[src/rtl/z16_pkg.sv]
// Shared Z16 definitions: word and address widths plus the instruction-loader state encoding.
package z16_pkg;

    localparam int unsigned Z16_WORD_W  = 16;
    localparam int unsigned Z16_BADDR_W = 16;

    typedef enum logic [2:0] {
        StIdle,
        StHdrLo,
        StHdrHi,
        StWLo,
        StWHi,
        StWrite,
        StDone,
        StError
    } loader_state_e;

endpackage

[src/rtl/z16_instr_loader.sv]
// Byte-stream loader for the Z16 instruction store: reads a word-count header, then writes
// little-endian words to consecutive even byte addresses and releases the CPU when complete.
module z16_instr_loader
    import z16_pkg::*;
#(
    parameter int unsigned DEPTH = 2048
) (
    input  logic                   i_clk,
    input  logic                   i_rst_n,
    input  logic                   i_start,
    input  logic [7:0]             i_byte,
    input  logic                   i_byte_valid,
    output logic                   o_byte_ready,
    output logic                   o_we,
    output logic [Z16_BADDR_W-1:0] o_waddr,
    output logic [Z16_WORD_W-1:0]  o_wdata,
    output logic                   o_busy,
    output logic                   o_done,
    output logic                   o_error,
    output logic                   o_cpu_run
);

    localparam logic [16:0] DepthW = 17'(DEPTH);

    loader_state_e state_q, state_d;
    logic [7:0]    n_lo_q, lo_q;
    logic [15:0]   n_q, idx_q, hdr_n, idx_inc;
    logic          xfer;

    assign xfer    = i_byte_valid && o_byte_ready;
    assign hdr_n   = {i_byte, n_lo_q};
    assign idx_inc = idx_q + 16'd1;

    always_comb begin
        state_d = state_q;
        unique case (state_q)
            StIdle, StDone, StError: if (i_start) state_d = StHdrLo;
            StHdrLo: if (xfer) state_d = StHdrHi;
            StHdrHi: begin
                if (xfer) begin
                    if (hdr_n == 16'd0)               state_d = StDone;
                    else if ({1'b0, hdr_n} > DepthW)  state_d = StError;
                    else                              state_d = StWLo;
                end
            end
            StWLo:   if (xfer) state_d = StWHi;
            StWHi:   if (xfer) state_d = StWrite;
            StWrite: state_d = (idx_inc == n_q) ? StDone : StWLo;
            default: state_d = StIdle;
        endcase
    end

    // Outputs are decoded from the next state so every output is a plain register.
    always_ff @(posedge i_clk) begin
        if (!i_rst_n) begin
            state_q      <= StIdle;
            n_lo_q       <= '0;
            n_q          <= '0;
            idx_q        <= '0;
            lo_q         <= '0;
            o_byte_ready <= 1'b0;
            o_we         <= 1'b0;
            o_waddr      <= '0;
            o_wdata      <= '0;
            o_busy       <= 1'b0;
            o_done       <= 1'b0;
            o_error      <= 1'b0;
            o_cpu_run    <= 1'b0;
        end else begin
            state_q      <= state_d;
            o_byte_ready <= state_d inside {StHdrLo, StHdrHi, StWLo, StWHi};
            o_busy       <= state_d inside {StHdrLo, StHdrHi, StWLo, StWHi, StWrite};
            o_we         <= (state_d == StWrite);
            o_done       <= (state_d == StDone);
            o_cpu_run    <= (state_d == StDone);
            o_error      <= (state_d == StError);

            if (state_q == StHdrLo && xfer) n_lo_q <= i_byte;
            if (state_q == StHdrHi && xfer) begin
                n_q   <= hdr_n;
                idx_q <= '0;
            end
            if (state_q == StWLo && xfer) lo_q <= i_byte;
            if (state_q == StWHi && xfer) begin
                o_waddr <= idx_q << 1;
                o_wdata <= {i_byte, lo_q};
            end
            if (state_q == StWrite) idx_q <= idx_inc;
        end
    end

endmodule
[config.mk]
export PLATFORM = sky130hd
export DESIGN_NAME = z16_instr_loader
export DESIGN_NICKNAME = d
export VERILOG_FILES = /design/src/rtl/z16_pkg.sv /design/src/rtl/z16_instr_loader.sv
export SDC_FILE = /design/constraint.sdc
export NUM_CORES = 1
export LEC_CHECK = 0
export BUFFER_PORTS_ARGS = -buffer_cell sky130_fd_sc_hd__buf_2
export CAP_MARGIN = 0
export CORE_ASPECT_RATIO = 0.75
export CORE_MARGIN = 2
export CORE_UTILIZATION = 45
export DETAILED_ROUTE_END_ITERATION = 10
export GPL_TIMING_DRIVEN = 0
export PLACE_DENSITY = 0.71
export SYNTH_ARGS = -nofsm -noshare
export SYNTH_HDL_FRONTEND = slang
export SYNTH_SLANG_ARGS = --single-unit
[constraint.sdc]
create_clock -name i_clk -period 6.2 [get_ports i_clk]
set_clock_uncertainty 0.15 [all_clocks]
set_input_delay 0.31 -clock i_clk [delete_from_list [all_inputs] [get_ports i_clk]]
set_output_delay 0.31 -clock i_clk [all_outputs]
set_load 0.02 [all_outputs]
==> impl_metrics.toml <==
[power_and_ir_drop]
power_mw = 1.24
ir_drop_v = 0.000159
power_density_mw_per_mm2 = 259
p_leak_nw = 1.80

[final_layout]
nets = 593
n_antenna_cell = 0
multi_input_area_sq_mm = 0.00207
syn2layout_area_growth_pct = 17.8
fillerInstances = 823
drive_above_1_share_pct = 15.2
regArea_sq_mm = 0.00174
postLayoutCoreUtil_pct = 55.6

[synthesis]
ys_warn_count = 0
synth_edf_count = 0
synth_area_sq_mm = 0.00406
muxShareOfSynthArea_pct = 1.97
syn_nets = 534
synth-simple-area-share_pct = 27.4
synth_top_family_by_area = "simple AND/OR/NAND/NOR gates"
synth_fa_ha_area_share_pct = 0.308
syn_avg_cell_area_sq_um = 7.79
synth_xor_area_share_pct = 4.29
seq_area_frac_synth_pct = 42.9
yosysUniqueCellTypes = 58
synthFlopType = "dfxtp_1"
ys_ff_latch = 87
synth-compound-area-share_pct = 16.9
synth-async-reset-ratio_pct = 0
netlist_instances = 521

[clocking]
post_cts_buffers = 0
clockBufferDepth = 2
htree_levels = 3
clk_pin_slew_ns = 0.06
cts-resized-gates = 0
numCtsBuffers = 9
cts.sinks = 87
clock_latency_ns = 0.34
clock-root-buffer = "clkbuf_16"
hold_buffers = 0
cts_tree = "done"

[detailed_routing]
wl_per_cell_um = 16.0
routed_wl_mm = 11.1
postRouteAntennaNets = 0
vias_per_cell = 5.68
num_vias = 3937
drc_errors = 0
dr.pass1.iters = 5
drt_iter0_drc = 394

[die]
ios = 50
rows = 29
die_h_um = 86.2
die_area_sq_mm = 0.00980
die_w_um = 114
fp.coreArea_sq_mm = 0.00860
initial_core_util_pct = 47.2

[place]
numPortBuffers = 48
dp_hpwl_mm = 7.91
globalplace.congestion = 0.885

[timing]
tightest_slew_ns = 0.814
fin_crit_ns = 3.05
final.setup.tns_ns = 0
hold_viol_final = 0
drv_slew = 0
relSlewSlack_pct = 45.3
timing.hold.ws_ns = 0.0938
rsz0062_at_grt = "no"
fin_crit_sh_pct = 49.2
setup_viol = 0
max_freq_mhz = 328

[worst_setup_path]
slowest_delay_ns = 0.61
reg2reg_depth = 7
worstPathCellList = "ha_1, nand3_2, nor4_2, a21oi_1, or4_4, nor3_4, o311ai_1"
worst_path_max_delay_cell = "nor4_2"
crit_path_max_fanout = 7
cp-start-kind = "flop"
worstSetupPathType = "reg2reg"
cp_data_required_time_ns = 6.27
critPathCaptureType = "flop"
cp.arrival_ns = 3.12

[global_route]
overflow = 0
grt_pass1_vias = 3719
grt_usage_pct = 23.3
grt_pass1_wl_mm = 18.0
grt_max_degree = 15
antenna_found_initial = 0

[hold_path]
hp-class = "in2reg"
holdPathStages = 2

[run_status]
status = "completed"

[job]
max-cap-violations = 0
==> stage by stage <==
stage               std cells  setup WS, ns  instance area [sq um]
finish                    693          3.15                   4780
detailed placement        677          3.20                   4430
CTS                       693          3.19                   4780
floorplan                 521          3.73                   4060
global route              693          2.99                   4780
global placement          677          3.24                   4430
==> flip-flops by register name, summed over array words and instances, names as in the netlist <==
name,count
idx_q,16
n_q,16
o_wdata,16
o_waddr,15
lo_q,8
n_lo_q,8
state_q,3
o_busy,1
o_byte_ready,1
o_cpu_run,1
o_error,1
o_we,1
==> final timing paths <==
| kind | startpoint | endpoint | slack [ns] |
|---|---|---|---|
| setup / recovery | idx_q[1] | o_busy | 3.15 |
| hold / removal | i_rst_n | state_q[2] | 0.09 |
| setup reg to reg | idx_q[1] | o_busy | 3.15 |
| hold reg to reg | o_wdata[13] | o_wdata[13] | 0.30 |
==> power breakdown <==
group / switching (mW) / internal [mW]
clock network: 0.223 / 0.405
logic: 0.0335 / 0.0134
registers: 0.00218 / 0.562
==> layout by cell type, fill, tap and decap left out, types with 10 or more instances in the layout <==
| cell | instances |
|---|---|
| a21oi_1 | 73 |
| buf_2 | 55 |
| clkbuf_1 | 31 |
| dfxtp_1 | 87 |
| nand2_1 | 126 |
| nand3_1 | 19 |
| nor2_1 | 33 |
| nor3_1 | 12 |
| nor4_1 | 10 |
| o21ai_0 | 18 |
| xnor2_1 | 10 |
==> per-layer routing <==
metal  global-route usage (%)  part of all wire [%]  wire [um]  up-vias
met5                        0                     0          0        -
met4                     8.31                   1.6        176        0
met3                     5.87                   6.2        687       22
met2                     37.3                    46       5090      118
met1                     30.8                    46       5130     1892
li1                         -                     -          -     1905
==> worst max-delay path: cells and delay by family (launching register included) <==
kind | cells | cell delay, ns
compound gates | 2 | 0.35
fa+ha+maj | 1 | 0.32
flops | 1 | 0.45
simple gates | 4 | 1.65
==> cell families after synthesis <==
family | after synthesis
buf+inv | 51
xor+xnor | 19
simple gates | 237
flops | 87
other cells | 1
fa+ha+maj | 1
compound gates | 117
mux | 8
==> cell usage after synthesis (all sizes together) (6+ instances only) <==
cell type / n / area, sq um
a21oi: 73 / 365
buf: 15 / 110
clkbuf: 30 / 113
dfxtp: 87 / 1740
inv: 6 / 22.5
mux2i: 8 / 80.1
nand2: 127 / 484
nand3: 21 / 115
nor2: 33 / 124
nor3: 13 / 76.3
nor4: 11 / 75.1
o21ai: 19 / 95.1
xnor2: 11 / 104
xor2: 8 / 70.1
==> area by class of cell <==
cell class,count,area share (%)
tap,108,2.83
multi-input combinational,383,43.3
timing repair buffer,48,5.02
clock inverter,5,2.20
buffer,45,4.66
sequential,87,36.4
clock buffer,11,5.08
inverter,6,0.471
Power figures use the tool's default switching activity.
